<file path="src/rtl/cordic_arb_pkg.sv">
// Shared types for the CORDIC arbiter: command layout, FSM encoding and pack/unpack helpers.
package cordic_arb_pkg;

  localparam int unsigned DATA_W   = 16;
  localparam int unsigned ANGLE_W  = 16;
  localparam int unsigned STAGES_W = 16;

  // Field offsets for the default widths, LSB first.
  localparam int unsigned MR_EXT_VLD_OFS    = 0;
  localparam int unsigned ANGLE_MR_N_OFS    = MR_EXT_VLD_OFS + 1;
  localparam int unsigned MICRO_ROT_OFS     = ANGLE_MR_N_OFS + 1;
  localparam int unsigned ANGLE_OFS         = MICRO_ROT_OFS + STAGES_W;
  localparam int unsigned ROT_Y_OFS         = ANGLE_OFS + ANGLE_W;
  localparam int unsigned ROT_X_OFS         = ROT_Y_OFS + DATA_W;
  localparam int unsigned QUAD_OFS          = ROT_X_OFS + DATA_W;
  localparam int unsigned ANGLE_CALC_EN_OFS = QUAD_OFS + 2;
  localparam int unsigned VEC_Y_OFS         = ANGLE_CALC_EN_OFS + 1;
  localparam int unsigned VEC_X_OFS         = VEC_Y_OFS + DATA_W;
  localparam int unsigned ROT_EN_OFS        = VEC_X_OFS + DATA_W;
  localparam int unsigned VEC_EN_OFS        = ROT_EN_OFS + 1;

  typedef enum logic [1:0] {
    ST_IDLE  = 2'd0,
    ST_FLUSH = 2'd1,
    ST_BUSY  = 2'd2
  } arb_state_e;

  typedef struct packed {
    logic                vec_en;
    logic                rot_en;
    logic [DATA_W-1:0]   vec_x;
    logic [DATA_W-1:0]   vec_y;
    logic                angle_calc_en;
    logic [1:0]          quad;
    logic [DATA_W-1:0]   rot_x;
    logic [DATA_W-1:0]   rot_y;
    logic [ANGLE_W-1:0]  angle;
    logic [STAGES_W-1:0] micro_rot;
    logic                angle_micro_rot_n;
    logic                micro_rot_ext_vld;
  } cordic_cmd_t;

  localparam int unsigned CMD_W = $bits(cordic_cmd_t);

  function automatic int unsigned cmd_width(int unsigned dw, int unsigned aw, int unsigned sw);
    return 4 * dw + aw + sw + 7;
  endfunction

  function automatic logic [CMD_W-1:0] cmd_pack(cordic_cmd_t c);
    return c;
  endfunction

  function automatic cordic_cmd_t cmd_unpack(logic [CMD_W-1:0] v);
    return cordic_cmd_t'(v);
  endfunction

  function automatic int unsigned rr_wrap(int unsigned v, int unsigned n);
    return v % n;
  endfunction

endpackage

</file>
<file path="src/rtl/cordic_arbiter_rr_pick.sv">
// Combinational round-robin picker: first requester above ptr, wrapping.
module rr_pick
  import cordic_arb_pkg::*;
#(
  parameter  int unsigned N  = 4,
  localparam int unsigned IW = $clog2(N)
) (
  input  logic [N-1:0]  req,
  input  logic [IW-1:0] ptr,
  output logic [N-1:0]  gnt_c,
  output logic [IW-1:0] idx_c
);

  // Scan from farthest to nearest so the nearest requester above ptr wins.
  always_comb begin
    idx_c = '0;
    for (int unsigned k = N; k >= 1; k--) begin
      if (req[rr_wrap(32'(ptr) + k, N)]) idx_c = IW'(rr_wrap(32'(ptr) + k, N));
    end
    gnt_c = (|req) ? (N'(1) << idx_c) : '0;
  end

endmodule

</file>
<file path="src/rtl/cordic_arbiter.sv">
// Round-robin arbiter and registered command mux in front of the shared CORDIC core.
// Optional watchdog release enabled by CORDIC_ARB_TIMEOUT_EN.
module cordic_arbiter
  import cordic_arb_pkg::*;
#(
  parameter  int unsigned NUM_CLIENTS    = 4,
  parameter  int unsigned DATA_WIDTH     = DATA_W,
  parameter  int unsigned ANGLE_WIDTH    = ANGLE_W,
  parameter  int unsigned CORDIC_STAGES  = STAGES_W,
  parameter  int unsigned FLUSH_CYCLES   = 2,
`ifdef CORDIC_ARB_TIMEOUT_EN
  parameter  int unsigned TIMEOUT_CYCLES = 1024,
`endif
  localparam int unsigned CMD_WIDTH      = cmd_width(DATA_WIDTH, ANGLE_WIDTH, CORDIC_STAGES),
  localparam int unsigned IDX_W          = $clog2(NUM_CLIENTS)
) (
  input  logic                             clk,
  input  logic                             rst,
  input  logic [NUM_CLIENTS-1:0]           cli_req,
  input  logic [NUM_CLIENTS-1:0]           cli_release,
  input  logic [NUM_CLIENTS*CMD_WIDTH-1:0] cli_cmd,
  output logic [NUM_CLIENTS-1:0]           cli_gnt,
  output logic [NUM_CLIENTS-1:0]           cli_rsp_vld,
  input  logic                             cordic_out_vld,
  output logic [CMD_WIDTH-1:0]             cordic_cmd,
  output logic                             cordic_nreset,
  output logic                             busy
`ifdef CORDIC_ARB_TIMEOUT_EN
  , output logic                           timeout_err
`endif
);

  localparam int unsigned FLUSH_W = 4;

  arb_state_e             state_q, state_d;
  logic [IDX_W-1:0]       owner_q, owner_d, rr_q, rr_d, pick_idx;
  logic [NUM_CLIENTS-1:0] owner_oh_q, owner_oh_d, pick_gnt, gnt_d;
  logic [FLUSH_W-1:0]     flush_q, flush_d;
  logic [CMD_WIDTH-1:0]   cmd_d;
  logic                   leave;
  logic [CMD_WIDTH-1:0]   cmd_arr [NUM_CLIENTS];

`ifdef CORDIC_ARB_TIMEOUT_EN
  localparam int unsigned TO_W = $clog2(TIMEOUT_CYCLES + 1);
  logic [TO_W-1:0] to_cnt_q, to_cnt_d;
  logic            to_err_d;
`endif

  for (genvar i = 0; i < NUM_CLIENTS; i++) begin : g_cmd
    assign cmd_arr[i] = cli_cmd[i*CMD_WIDTH +: CMD_WIDTH];
  end

  rr_pick #(.N(NUM_CLIENTS)) u_pick (
    .req   (cli_req),
    .ptr   (rr_q),
    .gnt_c (pick_gnt),
    .idx_c (pick_idx)
  );

  // Results go only to the current owner; gnt is zero outside BUSY.
  assign cli_rsp_vld = {NUM_CLIENTS{cordic_out_vld}} & cli_gnt;

  always_comb begin
    state_d    = state_q;
    owner_d    = owner_q;
    owner_oh_d = owner_oh_q;
    rr_d       = rr_q;
    flush_d    = flush_q;
    leave      = 1'b0;
    gnt_d      = '0;
    cmd_d      = '0;
`ifdef CORDIC_ARB_TIMEOUT_EN
    to_cnt_d   = '0;
    to_err_d   = timeout_err;
`endif
    case (state_q)
      ST_IDLE: begin
        if (|cli_req) begin
          state_d    = ST_FLUSH;
          owner_d    = pick_idx;
          owner_oh_d = pick_gnt;
          flush_d    = FLUSH_W'(FLUSH_CYCLES);
        end
      end
      ST_FLUSH: begin
        flush_d = flush_q - FLUSH_W'(1);
        if (flush_q == FLUSH_W'(1)) state_d = ST_BUSY;
      end
      ST_BUSY: begin
        leave = cli_release[owner_q];
`ifdef CORDIC_ARB_TIMEOUT_EN
        // Idle-owner watchdog: any CORDIC result restarts the count.
        if (!cordic_out_vld) to_cnt_d = to_cnt_q + TO_W'(1);
        if (!cordic_out_vld && to_cnt_q == TO_W'(TIMEOUT_CYCLES - 1)) begin
          leave    = 1'b1;
          to_err_d = 1'b1;
        end
`endif
        if (leave) begin
          state_d = ST_IDLE;
          rr_d    = owner_q;
        end else begin
          cmd_d = cmd_arr[owner_q];
        end
      end
      default: state_d = ST_IDLE;
    endcase
    if (state_d == ST_BUSY) gnt_d = owner_oh_d;
  end

  always_ff @(posedge clk) begin
    if (rst) begin
      state_q       <= ST_IDLE;
      owner_q       <= '0;
      owner_oh_q    <= '0;
      rr_q          <= '0;
      flush_q       <= '0;
      cli_gnt       <= '0;
      cordic_cmd    <= '0;
      cordic_nreset <= 1'b0;
      busy          <= 1'b0;
`ifdef CORDIC_ARB_TIMEOUT_EN
      to_cnt_q      <= '0;
      timeout_err   <= 1'b0;
`endif
    end else begin
      state_q       <= state_d;
      owner_q       <= owner_d;
      owner_oh_q    <= owner_oh_d;
      rr_q          <= rr_d;
      flush_q       <= flush_d;
      cli_gnt       <= gnt_d;
      cordic_cmd    <= cmd_d;
      cordic_nreset <= (state_d != ST_FLUSH);
      busy          <= (state_d != ST_IDLE);
`ifdef CORDIC_ARB_TIMEOUT_EN
      to_cnt_q      <= to_cnt_d;
      timeout_err   <= to_err_d;
`endif
    end
  end

endmodule
</file>
<file path="config.mk">
export PLATFORM = sky130hd
export DESIGN_NAME = cordic_arbiter
export DESIGN_NICKNAME = d
export VERILOG_FILES = /design/src/rtl/cordic_arb_pkg.sv /design/src/rtl/cordic_arbiter_rr_pick.sv /design/src/rtl/cordic_arbiter.sv
export SDC_FILE = /design/constraint.sdc
export NUM_CORES = 1
export LEC_CHECK = 0
export ABC_CLOCK_PERIOD_IN_PS = 1690
export CAP_MARGIN = 0
export CORE_AREA = 2 2 211 213
export CTS_BUF_LIST = sky130_fd_sc_hd__clkbuf_16
export DETAILED_ROUTE_END_ITERATION = 8
export DIE_AREA = 0 0 213 215
export GPL_ROUTABILITY_DRIVEN = 0
export SLEW_MARGIN = 20
export SYNTH_ARGS = -nofsm -noshare
export SYNTH_HDL_FRONTEND = slang
export SYNTH_SLANG_ARGS = --single-unit
</file>
<file path="constraint.sdc">
create_clock -name clk -period 1.69 [get_ports clk]
set_input_delay 0.2535 -clock clk [delete_from_list [all_inputs] [get_ports clk]]
set_output_delay 0.2535 -clock clk [all_outputs]
set_load 0.005 [all_outputs]
</file>
==> metrics.txt <==
status finished, violations left; failing checks negative setup slack; number of global-route vias before repair 6,616; Synth cell types 33; Top FF cell, synth dfxtp_1; Adder-Cell Fraction of Synth Area 0.409%; Hold WC Path Type input pin to flop; DR vias 6,038; initial antenna violation count 4; Slew @ Worst Pin 0.492 ns; synth warn 0; Reg2Reg Setup Slack -0.1 ns; vias per inst 3.79; Port Buffers 535; die height 215 um; non-filler cells, final 1,592; Post-synth EDFFs 0; placed insts 1,558; Synth Net Count 867; Ports 536; Final Max Slew Viols 0; Final WS setup -0.0964 ns; CP Buf/Inv Count 1; Final Instance Area 13,000 um^2; syn_area_per_cell 13.8 um^2; pwr dens 693 nW/um^2; slowest cell delay on critical path 0.55 ns; Syn Inst Count 442; top-count cell post-synth dfxtp_1; CTS tree yes; Worst Setup End Kind flop; Critical Path Source owner_q[0]$_SDFFE_PP0P_; DR WL/cell 19.7 um; Mapped Area 6120 um^2; asr flop ratio synth 0%; post-route minimum period 1.79 ns; iteration count of the initial detailed-routing pass 4; CTS Buf Count 17; ANT nets after route 0; core area 43,600 um^2; GRT overflow 0; Critical Path RT 2.04 ns; CP endpoint cordic_cmd[93]$_SDFF_PP0_; Worst Setup Start Kind flop; Post-synth top cells dfxtp_1, mux4_2, nor2b_1; Initial Util 14.0%; area delta synth->final 112%; routed wire length 31,400 um; HPWL after detailed placement 26,500 um; Post-Synth Simple-Gate Area 14.9%; main combinational cell family by area after synthesis multiplexers; CP arrival 2.13 ns; Tcrit/Tclk final 106%; CTS hold repair buffers 0; CP Max Fanout 54; Fin. Hold Viols 0; leading area contributor after synthesis dfxtp_1; Longest Clk Path Bufs 2; Residual DRC 0; family with the most delay on the worst path multiplexers; Leak 0.00450 uW; R2R depth 5; Crit Reg-Reg Startpoint owner_q[0]$_SDFFE_PP0P_; final net count 1,411; multiplexer share of the synthesized area 38.6%; clock latency on the worst-skew pair 0.42 ns; number of setup violations in the final report 79; Die Width 213 um; Min Hold Slack 0.509 ns; Slowest-stage cell, CP mux4_2; die area 45,800 um^2; Clock Sink Count 123; Slew headroom 67.1%; Yosys top cell area share 40.3%; worst ir drop on vdd 0.445 mV; Final Skew 0.00992 ns; share of layout cells above drive strength 1 19.8%; critical path depth 5; CP Class flop to flop; CP cell instances mux4_2 -> nor3b_4 -> nand2b_4 -> buf_12 -> nor2b_1; Reg-to-Reg End cordic_cmd[93]$_SDFF_PP0_; Hold Path Depth 2; largest net degree at the start of global routing 56; Max Freq 0.560 GHz; sequential-to-total area share from yosys stat 40.3%; root cell of the clock tree clkbuf_16; most area-consuming cells after synthesis dfxtp_1, mux4_2, nor2b_1; row count 77; DRT iter0 DRCs 296; dpl cell area 12,300 um^2; max_cap viols 0; compound-cell area share of the yosys netlist 1.84%; RSZ-0062 raised after global routing true; FILL cells 4,449; XOR/XNOR Fraction of Synth Area 0.143%; clock slew at reported path FFs 0.06 ns; Tot GR Track Use 13.5%; first-pass GRT wire length 44,000 um; htree depth 4; number of synthesized register bits 123
[where the power goes]
part           total, uW  switching [uW]  internal (uW)
clock               3620            1450           2160
sequential          2980            33.4           2940
combinational       2410             695           1710
total               9000            2180           6820
[layer usage]
metal / GRT usage (%) / up-vias / wire, um
li1: - / 2748 / -
met1: 16.9 / 2948 / 13000
met2: 22.2 / 307 / 15100
met3: 4.34 / 33 / 2880
met4: 3.71 / 2 / 489
met5: 0 / - / 13
[sequential cells by signal, indices dropped and copies added, names as in the netlist]
signal,flops
cordic_nreset,1
state_q,2
cordic_cmd,103
owner_q,2
rr_q,2
flush_q,4
owner_oh_q,4
cli_gnt,4
busy,1
[final cells by class]
| cell class | instances | area (um^2) | share of cell area (%) |
|---|---|---|---|
| Multi-Input combinational cell | 277 | 3500 | 27.0 |
| Inverter | 4 | 15.0 | 0.116 |
| Antenna cell | 1 | 2.50 | 0.0193 |
| Clock inverter | 15 | 153 | 1.18 |
| Clock buffer | 17 | 425 | 3.28 |
| Sequential cell | 123 | 2470 | 19.1 |
| Tap cell | 592 | 741 | 5.71 |
| Timing Repair Buffer | 563 | 5670 | 43.7 |
[cells in the final DEF (no fill, tap or decap), types with 5 or more instances in the layout]
master           count
nor2b_1             82
clkdlybuf4s50_1    529
clkinvlp_4           5
nor3_1               5
and2_1               5
a21oi_1              7
buf_12               8
nor2b_2             19
mux4_2             104
clkbuf_16           17
nor2_1              20
dfxtp_1            117
buf_4               20
[worst reg2reg max path, stage by stage, from the launching register on]
cell	delay [ns]
dfxtp_4	0.37
mux4_2	0.55
nor3b_4	0.25
nand2b_4	0.10
buf_12	0.18
nor2b_1	0.26
[cells by family after synthesis]
kind of cell	Yosys count
xor gates and xnor gates	1
DFF	123
and+or+nand+nor	150
buffers and inverters	42
AOI/OAI and AO/OA	18
adders and majority gates	2
muxes	106
[through the flow]
step / worst slack, ns / TNS, ns / total power, uW / util (%)
5_1_grt: -0.152 / -10.35 / 9450 / 29.7
3_5_place_dp: -0.383 / -35.05 / 5430 / 28.2
6_report: -0.0964 / -2.81 / 9000 / 29.7
2_1_floorplan: -0.0186 / -0.744 / 4060 / -
3_3_place_gp: -0.301 / -30.66 / 5430 / 28.2
4_1_cts: -0.0708 / -2.29 / 9180 / 29.6
[repair_timing]
action | CTS | global route
setup buffers | 0 | 1
resized for setup | 13 | 14
endpoints found under the setup margin | 109 | 107
pin swaps | 0 | 1
[worst min path at each step]
| stage | slack [ns] | from | end |
|---|---|---|---|
| floorplan | 0.36 | rst | cordic_nreset$_SDFF_PP0_ |
| global placement | 0.48 | owner_oh_q[3]$_SDFF_PP0_ | cli_gnt[3]$_SDFF_PP0_ |
| detailed placement | 0.48 | owner_oh_q[3]$_SDFF_PP0_ | cli_gnt[3]$_SDFF_PP0_ |
| CTS | 0.46 | rst | rr_q[0]$_SDFFE_PP0P_ |
| global route | 0.53 | owner_oh_q[0]$_SDFF_PP0_ | cli_gnt[0]$_SDFF_PP0_ |
| finish | 0.51 | rst | rr_q[0]$_SDFFE_PP0P_ |
No activity file was read; power rests on OpenSTA's default activity.
